`config.mk`:
```
export PLATFORM = sky130hd
export DESIGN_NAME = sext_stream_unit
export DESIGN_NICKNAME = d
export VERILOG_FILES = /design/src/rtl/sext_stream_unit.sv
export SDC_FILE = /design/constraint.sdc
export NUM_CORES = 1
export LEC_CHECK = 0
export CORE_ASPECT_RATIO = 1.5
export CORE_MARGIN = 2
export CORE_UTILIZATION = 39
export DETAILED_ROUTE_END_ITERATION = 8
export GPL_TIMING_DRIVEN = 0
export PLACE_DENSITY = 0.81
export SYNTH_ARGS = -nofsm -noshare
export SYNTH_HDL_FRONTEND = slang
export SYNTH_SLANG_ARGS = --single-unit
export TNS_END_PERCENT = 1
```
`constraint.sdc`:
```
create_clock -name clk -period 2.7 [get_ports clk]
set_input_delay 0.54 -clock clk [delete_from_list [all_inputs] [get_ports clk]]
set_output_delay 0.54 -clock clk [all_outputs]
set_load 0.05 [all_outputs]
```
`src/rtl/sext_stream_unit.sv`:
```
// Streaming sign/zero width extender with a val/rdy interface on both sides.
// A primary output register (P) drives out_msg; a skid register (S) absorbs one
// word accepted while P is stalled, so in_rdy depends only on registered state.
// Optional feature: define SEXT_STREAM_UNIT_CNT_EN to count completed output
// transfers on out_count; otherwise out_count is tied to zero.
module sext_stream_unit #(
  parameter int IN_W  = 8,
  parameter int OUT_W = 32
) (
  input  logic             clk,
  input  logic             reset_n,
  input  logic             in_val,
  output logic             in_rdy,
  input  logic [IN_W-1:0]  in_msg,
  input  logic             in_sext,
  output logic             out_val,
  input  logic             out_rdy,
  output logic [OUT_W-1:0] out_msg,
  output logic [31:0]      out_count
);

  typedef enum logic [1:0] {
    EMPTY = 2'd0,
    ONE   = 2'd1,
    TWO   = 2'd2
  } state_t;

  state_t           state;
  state_t           state_next;
  logic [OUT_W-1:0] p_msg;
  logic [OUT_W-1:0] s_msg;
  logic [OUT_W-1:0] ext_word;
  logic             in_fire;
  logic             out_fire;

  // The word is extended on entry, so both registers hold final-width data.
  generate
    if (OUT_W > IN_W) begin : g_ext
      assign ext_word = {{(OUT_W-IN_W){in_sext & in_msg[IN_W-1]}}, in_msg};
    end else begin : g_pass
      assign ext_word = in_msg;
    end
  endgenerate

  // Handshake outputs decode straight from the state register.
  assign in_rdy   = (state != TWO);
  assign out_val  = (state != EMPTY);
  assign out_msg  = p_msg;
  assign in_fire  = in_val & in_rdy;
  assign out_fire = out_val & out_rdy;

  // State register.
  always_ff @(posedge clk or negedge reset_n) begin
    // NOTE: sequential state uses non-blocking assignments so every flop samples
    // pre-edge values regardless of block ordering.
    if (!reset_n) state <= EMPTY;
    else          state <= state_next;
  end

  // Next-state logic on buffer occupancy.
  always_comb begin
    // NOTE: default assigned first so no path leaves state_next unassigned,
    // which would otherwise infer a latch.
    state_next = state;
    unique case (state)
      EMPTY: if (in_fire) state_next = ONE;
      ONE: begin
        if (in_fire && !out_fire)      state_next = TWO;
        else if (!in_fire && out_fire) state_next = EMPTY;
      end
      TWO:     if (out_fire) state_next = ONE;
      default: state_next = EMPTY;
    endcase
  end

  // Data path: P loads the incoming word or drains S; S catches a stalled word.
  always_ff @(posedge clk or negedge reset_n) begin
    if (!reset_n) begin
      p_msg <= '0;
      s_msg <= '0;
    end else begin
      unique case (state)
        EMPTY: if (in_fire) p_msg <= ext_word;
        ONE: begin
          if (in_fire && out_fire) p_msg <= ext_word;
          else if (in_fire)        s_msg <= ext_word;
        end
        TWO: begin
          if (out_fire) begin
            p_msg <= s_msg;
            s_msg <= '0;
          end
        end
        default: ;
      endcase
    end
  end

`ifdef SEXT_STREAM_UNIT_CNT_EN
  logic [31:0] xfer_count;

  // Free-running count of output transfers; wraps naturally at 2^32.
  always_ff @(posedge clk or negedge reset_n) begin
    if (!reset_n)      xfer_count <= '0;
    else if (out_fire) xfer_count <= xfer_count + 32'd1;
  end

  assign out_count = xfer_count;
`else
  assign out_count = '0;
`endif

endmodule
```
* Yosys cells after proc, flatten, opt, wreduce, memory -nomap -nowiden *
Index checks and enable logic that the tools add are counted.

word-level totals
  logic and storage cells = 39
  output and inout bits = 66
  bits in registers = 66

cells by class
  multiplexer cells = 12
  bitwise logic cells = 3
  reductions and logical operators = 12
  equality and inequality tests = 9

operator list
  cell                count
  $mux 32             5
  $pmux 32 s3         1
  $pmux 32 s2         1
  $ne 2x2->1 const B  6
  $mux 2              4
  $reduce_and 4->1    2
  $pmux 2 s3          1
  $reduce_bool 2->1   2
  $and 1x1->1         3
  $logic_and 1x1->1   3
  $ne 3x3->1 const B  1
  $reduce_and 3->1    1
  $reduce_bool 3->1   1
  $eq 2x1->1 const B  1
  $eq 2x2->1 const B  1
  $logic_not 1->1     2
  $logic_not 2->1     1

* Depth between registers and ports, before layout *
  depth in word-level cells = 7
  gate-level depth with buffers = 8
  gate-level depth less buffers = 6

* Worst setup path before layout *
OpenSTA, ideal clock, no wires.

  kind = reg-to-reg
  from = register state[0]
  to = register p_msg[0], in the netlist out_msg[0]
  library setup time = 0.125 ns
  clock period less this slack = 2.248 ns
  arrival = 2.124 ns
  slack = 0.452 ns
  cell stages (with the launch flop) = 9
  path through = dfrtp_1 -> nand2b_4 -> buf_6 -> buf_2 -> and2_1 -> ha_1 -> mux2i_1 -> o21ai_2 -> mux2_2

between the ends
  longest elaborated chain between the ends = 5

RTL lines
  what                          line  RTL
  start, declared               28    state_t state;
  start signal, assigned        57    else state <= state_next;
  $ne 2x2->1 *                  46    assign in_rdy = (state != TWO);
  via in_rdy                    13    output logic in_rdy,
  $and 1x1->1 *                 49    assign in_fire = in_val & in_rdy;
  $logic_and 1x1->1             85    if (in_fire && out_fire) p_msg <= ext_word;
  $ne 2x2->1 (no line)          -
  $reduce_and 4->1 (no line) *  -
  end signal, assigned          83    EMPTY: if (in_fire) p_msg <= ext_word;
  end signal, assigned          85
  end signal, assigned          90    p_msg <= s_msg;
  end, declared                 30    logic [OUT_W-1:0] p_msg;

Mark *: on every way through the listed nets, which the timed path passes. The rest lies on a longest branch.
A chain may end at the register's enable or synchronous reset.

* Final worst setup path *
  from = register state[0]
  to = register p_msg[3], in the netlist out_msg[3]

between the ends
  longest elaborated chain between the ends = 5

RTL lines
  what                                             line
  $ne 2x2->1 or $reduce_bool 2->1 (tied branches)  46, 47
  $and 1x1->1, on equally long branches            49, 50
  $logic_and 1x1->1                                85
  $ne 2x2->1 (no line)                             -
  $reduce_and 4->1 (no line)                       -

Several ways; a longest one is shown, not always the timed one.

==> impl_metrics.toml <==
[outcome]
status = "complete, no violations"

[pwr]
p_int_w = 0.00140
peakVddDrop_v = 0.000817
p_sw_w = 0.00147
p_leak_nw = 1.14
pwr-share-seq = 0.201
switching_share = 0.511
p_comb_frac = 0.721
p_per_area_nw_per_um2 = 1360
pwr-share-clk = 0.079

[run]
drv_cap = 0

[yosys]
synth_area_um2 = 1430
synth-seq-cells = 20
synthCells = 140
synth_cell_types = 22
yosysWarnings = 0
ys_seq_area_frac = 0.351
avgSynthCellArea_um2 = 10.2

[sta]
slew_headroom = 0.383
fin_skew_ns = 0.00113
drv_slew = 0
setup-tns-final_ns = 0
timing.fmax_ghz = 0.410
hold_violations = 0
min_period_ns = 2.44
worstMarginPinSlew_ns = 0.923
setup_viol = 0
fin_crit_sh = 0.903
rsz0062_at_grt = "no"

[finish]
final_common_cell = "buf_4"
fillers = 288
layout-drive-gt1-share = 0.380
syn2layout_area_growth_pct = 48.2
final_cell_mix = "buf_4 (55), clkdlybuf4s50_1 (45), conb_1 (32), dfrtp_1 (19), mux2_2 (17)"
fin_nets = 236
finalCoreUtilization = 0.613
n_antenna_cell = 0

[clock_tree]
cts_buffer_depth = 2
cts.sinks = 20
ctsHtreeMaxLevel = 1
post_cts_buffers = 0
clkTransAtPathRegs_ns = 0.07
cts_buffers = 3
clockRootBuffer = "clkbuf_8"
clk_latency_ns = 0.25
cts_tree = "built"

[worst_hold_path]
hold_class = "flip-flop to flip-flop"

[placed_design]
gp_congestion = 0.696
dp_hpwl_mm = 1.92
io_buffers = 46

[floorplanning]
initial_core_util = 0.414
dieArea_um2 = 4170
rows = 26
die_y_um = 78.1
io_pins = 79
fp.dieW_um = 53.4
coreArea_um2 = 3450

[critical_path]
required_ns = 2.84
worst-path-buf-inv = 2
path_delay_family = "compound AO/OA/AOI/OAI gates"
cp.arrival_ns = 2.58
path_class = "flip-flop to flip-flop"
crit_path_max_fanout = 10
path_cells = "nand2b_4 > buf_6 > buf_2 > and2_1 > ha_1 > mux2i_1 > o21ai_2 > mux2_2"
slowest_delay_ns = 0.49
crit_path_top_delay_cell = "o21ai_2"
crit_path_end_kind = "flip-flop"
cp-start-kind = "flip-flop"

[detailed_routing]
via_count = 1009
drt_wl_total_mm = 2.41
route.detailed.drc = 0
wl_per_cell_um = 9.17
drt-initial-drc-count = 1
first_pass_iters = 4
postRouteAntennaNets = 0
vias_per_cell = 3.84

[global_route]
grt_max_degree = 26
antenna_found_initial = 0
grt_first_pass_wirelength_mm = 3.60
grt_pass1_vias = 835
grt_overflow = 0
track_usage = 0.112
[kinds of logic (layout without fill, tap and decap cells)]
group                      count (synthesis)  after routing  synth area share
adders and majority gates                  1              1           0.00877
other                                      1             32           0.00263
DFF                                       20             20             0.351
muxes                                     28             28             0.211
buffers and inverters                     68            118             0.335
and+or+nand+nor                           17             17            0.0675
AOI/OAI and AO/OA                          5              5            0.0237
[final timing paths]
kind,start,to,slack (ns),cells after the start
min reg2reg,s_msg[30]$_DFFE_PN0P_,s_msg[30]$_DFFE_PN0P_,0.51,1
max reg2reg,state[0]$_DFFE_PN0P_,out_msg[3]$_DFFE_PN0P_,0.26,8
min,s_msg[30]$_DFFE_PN0P_,s_msg[30]$_DFFE_PN0P_,0.51,1
min in group asynchronous,reset_n,out_msg[4]$_DFFE_PN0P_,0.80,1
max in group asynchronous,reset_n,out_msg[22]$_DFFE_PN0P_,1.27,1
max,state[0]$_DFFE_PN0P_,out_msg[3]$_DFFE_PN0P_,0.26,8
[Yosys cell counts (all sizes together)]
cell,number,share of area
or2,1,0.0044
a31oi,1,0.0044
nand2,9,0.024
and3b,1,0.0070
dfrtp,20,0.35
or3,1,0.0044
a21oi,1,0.0035
o21ai,2,0.0096
nand3b,1,0.0053
mux2i,11,0.077
mux2,17,0.13
and3,1,0.0044
inv,10,0.026
buf,58,0.31
nand2b,1,0.0096
o31a,1,0.0061
conb,1,0.0026
ha,1,0.0088
and2,2,0.0088
[final cells by class]
class / count / area, um^2 / share of cell area
repair buffers: 46 / 463 / 0.219
clock buffers: 4 / 55.1 / 0.0260
plain buffers: 58 / 440 / 0.208
flip-flops and latches: 20 / 502 / 0.237
inverters: 10 / 37.5 / 0.0178
multi-input cells: 83 / 564 / 0.267
well taps: 42 / 52.6 / 0.0249
[power by group through the flow]
stage          sequential [W]  combinational, W  clock [W]
2_1_floorplan        0.000799           0.00130          0
3_3_place_gp         0.000579           0.00207          0
3_5_place_dp         0.000582           0.00209          0
4_1_cts              0.000579           0.00209   0.000231
5_1_grt              0.000601           0.00215   0.000242
6_report             0.000576           0.00207   0.000226
[stage by stage]
step,worst slack (ns),hold slack [ns],area [um^2],instances,power [W]
6_report,0.262,0.508,2110,263,0.00287
5_1_grt,0.129,0.527,2110,263,0.00299
4_1_cts,0.00724,0.505,2110,263,0.00290
3_5_place_dp,0.255,0.489,2060,259,0.00267
3_3_place_gp,0.251,0.480,2060,259,0.00264
2_1_floorplan,0.452,0.244,1540,171,0.00210
[routing by layer]
metal	vias to the layer above	share of wire	GRT usage
met2	57	0.49	0.198
met5	-	0	0
met1	429	0.40	0.129
met3	2	0.098	0.0171
li1	521	-	-
met4	0	0.0083	0.0462
[sequential cells by signal (all words and copies together) (netlist names)]
register	cells
out_msg	9
s_msg	9
state	2
[repair_timing]
item	4_1_cts	5_1_grt
resized for setup	0	2
hold buffers	0	0
setup endpoints to repair	0	24
Note: power is estimated with default switching activity, not from simulation.
